`config.mk`:
```
export PLATFORM = sky130hd
export DESIGN_NAME = adc_sar_ctrl
export DESIGN_NICKNAME = d
export VERILOG_FILES = /design/src/rtl/adc_sar_ctrl.sv
export SDC_FILE = /design/constraint.sdc
export NUM_CORES = 1
export LEC_CHECK = 0
export ABC_CLOCK_PERIOD_IN_PS = 2200
export BUFFER_PORTS_ARGS = -buffer_cell sky130_fd_sc_hd__buf_2
export CAP_MARGIN = 20
export CELL_PAD_IN_SITES_DETAIL_PLACEMENT = 2
export CELL_PAD_IN_SITES_GLOBAL_PLACEMENT = 2
export CORE_ASPECT_RATIO = 1.5
export CORE_MARGIN = 4
export CORE_UTILIZATION = 36
export CTS_CLUSTER_SIZE = 16
export DETAILED_ROUTE_END_ITERATION = 8
export PLACE_DENSITY = 0.77
export SYNTH_ARGS = -nofsm -noshare
export SYNTH_HDL_FRONTEND = slang
export SYNTH_SLANG_ARGS = --single-unit
```
`constraint.sdc`:
```
create_clock -name clk -period 2.2 [get_ports clk]
set_input_delay 0.11 -clock clk [delete_from_list [all_inputs] [get_ports clk]]
set_output_delay 0.11 -clock clk [all_outputs]
set_load 0.01 [all_outputs]
```
`src/rtl/adc_sar_ctrl.sv`:
```
// Successive-approximation ADC controller: drives the sampling switch and the DAC trial code,
// resolves one bit per clock and emits each finished code with a registered one-cycle strobe.
module adc_sar_ctrl #(
  parameter int unsigned RES           = 10,
  parameter int unsigned SAMPLE_CYCLES = 2
) (
  input  logic           clk,
  input  logic           rst_n,
  input  logic           enable_in,
  input  logic           comparator_in,
  output logic           sample_out,
  output logic [RES-1:0] dac_out,
  output logic [RES-1:0] data_out,
  output logic           data_valid_strobe,
  output logic           busy_out
);

  localparam int unsigned KW = (RES > 1) ? $clog2(RES) : 1;
  localparam int unsigned SW = (SAMPLE_CYCLES > 1) ? $clog2(SAMPLE_CYCLES) : 1;

  localparam logic [KW-1:0]  KTop   = KW'(RES - 1);
  localparam logic [SW-1:0]  SLoad  = SW'(SAMPLE_CYCLES - 1);
  localparam logic [RES-1:0] DacMsb = {1'b1, {(RES - 1){1'b0}}};

  typedef enum logic [2:0] {
    StIdle,
    StSample,
    StConv,
    StHold,
    StStrobe
  } state_e;

  state_e         state_q;
  logic [KW-1:0]  bit_q;
  logic [SW-1:0]  cnt_q;
  logic [RES-1:0] code_q;
  logic [RES-1:0] code_d;
  logic [RES-1:0] dac_trial;

  // Resolve the current bit, then set the next-lower bit as the following trial.
  always_comb begin
    code_d         = code_q;
    code_d[bit_q]  = comparator_in;
    dac_trial      = code_d;
    if (bit_q != '0) begin
      dac_trial[bit_q - 1'b1] = 1'b1;
    end
  end

  always_ff @(posedge clk or negedge rst_n) begin
    if (!rst_n) begin
      state_q           <= StIdle;
      bit_q             <= '0;
      cnt_q             <= '0;
      code_q            <= '0;
      sample_out        <= 1'b0;
      dac_out           <= '0;
      data_out          <= '0;
      data_valid_strobe <= 1'b0;
      busy_out          <= 1'b0;
    end else begin
      unique case (state_q)
        StIdle: begin
          if (enable_in) begin
            state_q    <= StSample;
            sample_out <= 1'b1;
            busy_out   <= 1'b1;
            code_q     <= '0;
            cnt_q      <= SLoad;
          end
        end
        StSample: begin
          if (cnt_q == '0) begin
            state_q    <= StConv;
            sample_out <= 1'b0;
            dac_out    <= DacMsb;
            bit_q      <= KTop;
          end else begin
            cnt_q <= cnt_q - 1'b1;
          end
        end
        StConv: begin
          code_q <= code_d;
          if (bit_q == '0) begin
            state_q  <= StHold;
            data_out <= code_d;
            dac_out  <= '0;
          end else begin
            dac_out <= dac_trial;
            bit_q   <= bit_q - 1'b1;
          end
        end
        StHold: begin
          state_q           <= StStrobe;
          data_valid_strobe <= 1'b1;
        end
        StStrobe: begin
          data_valid_strobe <= 1'b0;
          if (enable_in) begin
            state_q    <= StSample;
            sample_out <= 1'b1;
            code_q     <= '0;
            cnt_q      <= SLoad;
          end else begin
            state_q  <= StIdle;
            busy_out <= 1'b0;
          end
        end
        default: state_q <= StIdle;
      endcase
    end
  end

endmodule

```
==> metrics, run 1 <==
port buffer count 26; R2R Setup Slk around 0.3 ns; DR vias 1,639; drt first pass iters 4; Post-synth EDFFs 0; nets@finish 244; terminus of the critical flop-to-flop path dac_out[4]; vias in the first global route 1,844; Data arrival, critical path approximately 2 ns; WHS about 0.064 ns; Routed Wire Length approximately 5800 um; first-pass GRT wire length slightly below 10,000 um; Synth Instances 202; ANT cells 0; max-capacitance violation count 0; Slew Limit Fails 0; Worst IR Drop VDD 394 uV; final worst setup slack 0.299 ns; Std-Cell Rows 33; layout cells sized above 1 between 20% and 30%; Post-Place Worst Slack between 0.1 and 0.15 ns; worst r2r path cells 5; #FFs+latches synth a little over 40; Critical R2R Launch bit_q[0]; Post-Syn Area 2000 sq um; count leader, synth nand2_1; Post-synth top cells nand2_1, dfrtp_1, o21ai_0; placed insts between 200 and 300; CP startpoint bit_q[0]; Syn. warnings 0; GPL Wtd Cong a little over 0.8; Critical Setup Path Class flop to flop; ys async rst share 100%; outcome finished clean; P_leak approximately 1.1 nW; TNS Setup 0 ns; die span in y a little under 100 um; clock sinks about 40; CP required between 2 and 2.5 ns; TritonCTS clock tree done; Max Freq 526 MHz; final instance area around 2300 sq um; Bufs on Longest Clock Path 2; largest net degree at the start of global routing 42; num ports 27; synth top area cells dfrtp_1, nand2_1, o21ai_0; WL/cell approximately 19 um; Worst Tran Pin Value approximately 0.96 ns; chip width ~69 um; gr usage total a little under a fifth; max_slew headroom a little over a third; Total Power 3.20 mW; Overflow after GRT 0; min Tclk post-route about 1.9 ns; Worst Hold Class input port to flop; Setup-failing EPs final 0; non-filler instance count after layout slightly above 300; antenna violations before repair 0; RSZ-0062 raised after global routing false; drc violations 0; Setup crit end kind flop; Critical Path Source Type flop; clk root buf clkbuf_8; Clock Latency Late Sink ~0.31 ns; vias per cell about 5.4; crit path max fanout 7; Min-Delay Endpoint busy_out; Synth-to-Final Area Change 17.3%; H-tree Lvls 2; Fin. Hold Viols 0; Placement Cell Area between 2000 and 2500 sq um; Seq/Total Area, Yosys roughly 51%; clock skew around 0.011 ns; Synth area leader dfrtp_1; Initial Util between 30 and 40%; DRT antenna net count 0; Core Util, Final between 40% and 50%; PwrDens between 1000 and 1500 nW/um^2; core area around 5500 sq um; Worst-path clk slew around 0.09 ns; prevailing post-synth register cell dfrtp_1; Cell variety after synth 37; die outline area just under 7000 sq um; fin crit share 86.4%; share of the synthesized area in the top cell type about half; Avg Cell Area, Syn 9.90 sq um; DP HPWL around 4200 um; Net Count, Synth between 200 and 250; Hold Crit Depth 3; Worst Min Path Start enable_in; DRT iter0 DRCs 77; CTS Buf Count 5
[area by class of cell]
cell class | instances | area (sq um)
Clock buffer | 6 | 82.6
Clock inverter | 2 | 37.5
Inverter | 6 | 22.5
Multi-Input combinational cell | 144 | 898
Sequential cell | 41 | 1030
Fill cell | 621 | 3100
Tap cell | 70 | 87.6
Timing Repair Buffer | 34 | 193
[layer usage]
layer	part of all wire [%]	wire, um	GRT usage, %
met2	55	3160	33.5
met4	2.2	128	7.21
met3	2.3	132	3.28
met1	41	2340	22.5
met5	0	0	0
[worst max-delay path by stage]
stage               slack, ns  cells past startpoint         end
global placement         0.31                      5    bit_q[1]
CTS                      0.11                      5    bit_q[1]
finish                   0.30                      5  dac_out[4]
global route             0.15                      5  dac_out[3]
detailed placement       0.15                      5    bit_q[1]
floorplan                0.63                      6  dac_out[3]
[state kept, by name, summed over array words and instances (netlist names)]
| signal | count |
|---|---|
| sample_out | 1 |
| code_q | 10 |
| dac_out | 10 |
| data_out | 10 |
| data_valid_strobe | 1 |
| cnt_q | 1 |
| state_q | 3 |
| busy_out | 1 |
| bit_q | 4 |
[report_power, final]
group | internal (mW) | switching (mW) | total, mW
sequential | 0.997 | 0.219 | 1.22
clock | 0.369 | 0.287 | 0.656
combinational | 0.504 | 0.821 | 1.33
total | 1.87 | 1.33 | 3.20
[logic make-up after synthesis]
kind of cell	share of synthesized area, %
flip-flops	51.3
multiplexers	6.25
XOR/XNOR	0.438
AND/OR/NAND/NOR	15.6
AO/OA/AOI/OAI	17.5
buffers and inverters	3.94
adder cells (fa/ha/maj)	5.00
[placed cells by master, fill, tap and decap left out, types with 2 or more instances in the layout]
| cell type | n |
|---|---|
| a21oi_1 | 4 |
| o21ai_1 | 2 |
| nand3_1 | 3 |
| nor2b_1 | 5 |
| o221ai_1 | 8 |
| o21ai_0 | 29 |
| buf_2 | 26 |
| clkbuf_8 | 6 |
| ha_1 | 8 |
| nand3b_1 | 2 |
| inv_1 | 6 |
| mux2i_1 | 10 |
| buf_4 | 7 |
| o31ai_1 | 3 |
| dfrtp_1 | 41 |
| nand2_1 | 43 |
| nor3b_1 | 2 |
| nor2_1 | 7 |
[worst max-delay path: stages (launching register included)]
cell and delay [ns]:
dfrtp_1 0.50, inv_1 0.17, ha_1 0.35, nand2_1 0.12, mux2i_1 0.42, o221ai_1 0.20
[timing repair]
action / 4_1_cts / 5_1_grt
gates resized for setup: 0 / 1
endpoints found under the hold margin: 38 / 0
setup endpoints to repair: 0 / 1
buffers inserted: 0 / 0
hold buffers: 1 / 0
No activity file was read; power rests on OpenSTA's default activity.
==> run 2: changes to the inputs <==
--- a/config.mk
+++ b/config.mk
@@ -12,10 +12,10 @@
 export CELL_PAD_IN_SITES_GLOBAL_PLACEMENT = 2
 export CORE_ASPECT_RATIO = 1.5
 export CORE_MARGIN = 4
-export CORE_UTILIZATION = 36
+export CORE_UTILIZATION = 28
 export CTS_CLUSTER_SIZE = 16
 export DETAILED_ROUTE_END_ITERATION = 8
-export PLACE_DENSITY = 0.77
+export PLACE_DENSITY = 0.62
 export SYNTH_ARGS = -nofsm -noshare
 export SYNTH_HDL_FRONTEND = slang
 export SYNTH_SLANG_ARGS = --single-unit
==> run 2 against run 1 <==
Utilization down 8.4 points; final area is 1.9% higher; wire length up 0.23%; maximum frequency is 1.6% lower; sequential power about the same; worst setup slack lost 0.032 ns; critical endpoint is now bit_q[1]; sequential share of layout area fell by 0.80 points; critical path depth unchanged.
==> metrics, run 2 (same netlist as run 1, synthesis figures left out) <==
placed insts 305 (+3.7%); Worst Tran Pin Value 0.863 ns (-0.0966 ns); Worst Min Path Start enable_in; Post-CTS Setup Bufs 0 (unchanged); Worst-path clk slew 0.09 ns (about the same); final worst setup slack 0.267 ns (-0.0318 ns); most common cell after layout, fill and taps aside nand2_1; Critical R2R Launch state_q[1]; ANT cells 0 (unchanged); Placement Cell Area 2250 sq um (+1.5%); Std-Cell Rows 37 (+12%); die outline area 8590 sq um (+26%); clk root buf clkbuf_8; Routed Wire Length 5780 um (+0.23%); terminus of the critical flop-to-flop path bit_q[1]; Critical Path Source Type flop; critical path's largest stage delay 0.68 ns (+0.18 ns); DR vias 1,607 (-2.0%); drt first pass iters 4 (unchanged); DRT iter0 DRCs 56 (-27%); largest net degree at the start of global routing 23 (-45%); Worst IR Drop VDD 479 uV (+21%); min Tclk post-route 1.93 ns (+0.0318 ns); P_leak 1.13 nW (+2.1%); fin crit share 87.9% (+1.4 points); Slowest cell on crit path nor2_1; Slew Limit Fails 0 (unchanged); CP startpoint state_q[1]; num ports 27 (unchanged); die span in y 112 um (+12%); Synth-to-Final Area Change 19.5%; PwrDens 1370 nW/um^2 (+0.36%); outcome finished clean; Max Freq 517 MHz (-1.6%); port buffer count 26 (unchanged); clock sinks 41 (unchanged); vias per cell 5.12 (-5.4%); chip width 77.0 um (+12%); TNS Setup 0 ns (unchanged); drc violations 0 (unchanged); crit path capture bit_q[1]; final instance area 2390 sq um (+1.9%); WL/cell 18.4 um (-3.3%); Fin. Hold Viols 0 (unchanged); GPL Wtd Cong 0.761 (-6.9%); Setup-failing EPs final 0 (unchanged); Bufs on Longest Clock Path 2 (unchanged); first-pass GRT wire length 9560 um (-0.79%); WHS 0.0637 ns (-0.000636 ns); Setup crit end kind flop; core area 6900 sq um (+27%); vias in the first global route 1,813 (-1.7%); antenna violations before repair 0 (unchanged); Clock Latency Late Sink 0.30 ns (about the same); most frequent cells in the layout nand2_1, dfrtp_1, o21ai_0; worst r2r path cells 5 (unchanged); crit-path cells nor3b_2 -> nor2_1 -> inv_1 -> a21oi_1 -> o21bai_1; Post-Place Worst Slack 0.293 ns (+0.148 ns); nets@finish 247 (+1.2%); crit path max fanout 12 (+5); DP HPWL 4290 um (+3.1%); max_slew headroom 42.3% (+6.2 points); TritonCTS clock tree done; Initial Util 29.0% (-7.7 points); R2R Setup Slk 0.27 ns (-0.03 ns); Data arrival, critical path 2.15 ns (+0.09 ns); H-tree Lvls 2 (unchanged); clock skew 0.0104 ns (-0.000830 ns); CTS Buf Count 5 (unchanged); RSZ-0062 raised after global routing false; CTS Hold Buffers Added 1 (unchanged); gr usage total 14.0% (-5.1 points); Overflow after GRT 0 (unchanged); DRT antenna net count 0 (unchanged); max-capacitance violation count 0 (unchanged); Post-CTS Resized 0 (unchanged); CP required 2.42 ns (+0.06 ns); Worst Hold Class input port to flop; layout cells sized above 1 21.2% (+0.59 points); Fill cells 780 (+26%); non-filler instance count after layout 314 (+3.6%); Critical Setup Path Class flop to flop; Largest regs code_q x10, dac_out x10, data_out x10
[run 2: changes by cell type in the layout (fill, tap and decap cells not counted), sizes merged]
cell      previous run  this run
clkinvlp             1         0
bufinv               1         2
clkbuf               6         5
buf                 33        36
clkinv               0         1
[run 2: worst min path at each step]
stage | to | slack, ns | cells after the start
after floorplan | bit_q[0] | -0.19 | 0
after global placement | bit_q[2] | 0.11 | 1
after detailed placement | bit_q[2] | 0.12 | 1
after CTS | busy_out | 0.06 | 3
after global routing | busy_out | 0.08 | 3
final | busy_out | 0.06 | 3
[run 2: power by group]
group          switching (mW)  total (mW)  internal (mW)  leakage [nW]
registers               0.190        1.19          0.997         0.526
clock network           0.281       0.733          0.451        0.0681
logic                   0.839        1.35          0.510         0.541
[run 2: critical path: cells and delay by family (launching register included)]
| kind | cells | cell delay [ns] |
|---|---|---|
| buf+inv | 1 | 0.23 |
| compound gates | 2 | 0.31 |
| flops | 1 | 0.44 |
| simple gates | 2 | 0.88 |
[run 2: final cells by class]
class | instances | area (sq um) | area share [%]
Clock inverter | 3 | 65.1 | 2.72
Inverter | 6 | 22.5 | 0.942
Clock buffer | 5 | 68.8 | 2.88
Tap cell | 78 | 97.6 | 4.08
Multi-Input combinational cell | 144 | 896 | 37.5
Sequential cell | 41 | 1030 | 42.9
Timing Repair Buffer | 37 | 215 | 9.00
[run 2: per-layer routing]
layer | GRT usage, % | vias to the layer above | wire (um)
met5 | 0 | - | 0
met4 | 4.99 | 0 | 137
met3 | 2.27 | 9 | 131
met2 | 26.3 | 23 | 3190
met1 | 15.7 | 812 | 2320
li1 | - | 763 | -
[run 2: metrics by stage]
step           power [mW]  utilization [%]
6_report             3.27             34.7
5_1_grt              3.53             34.7
4_1_cts              3.33             34.7
3_5_place_dp         2.59             32.6
3_3_place_gp         2.56             32.6
2_1_floorplan        2.05                -
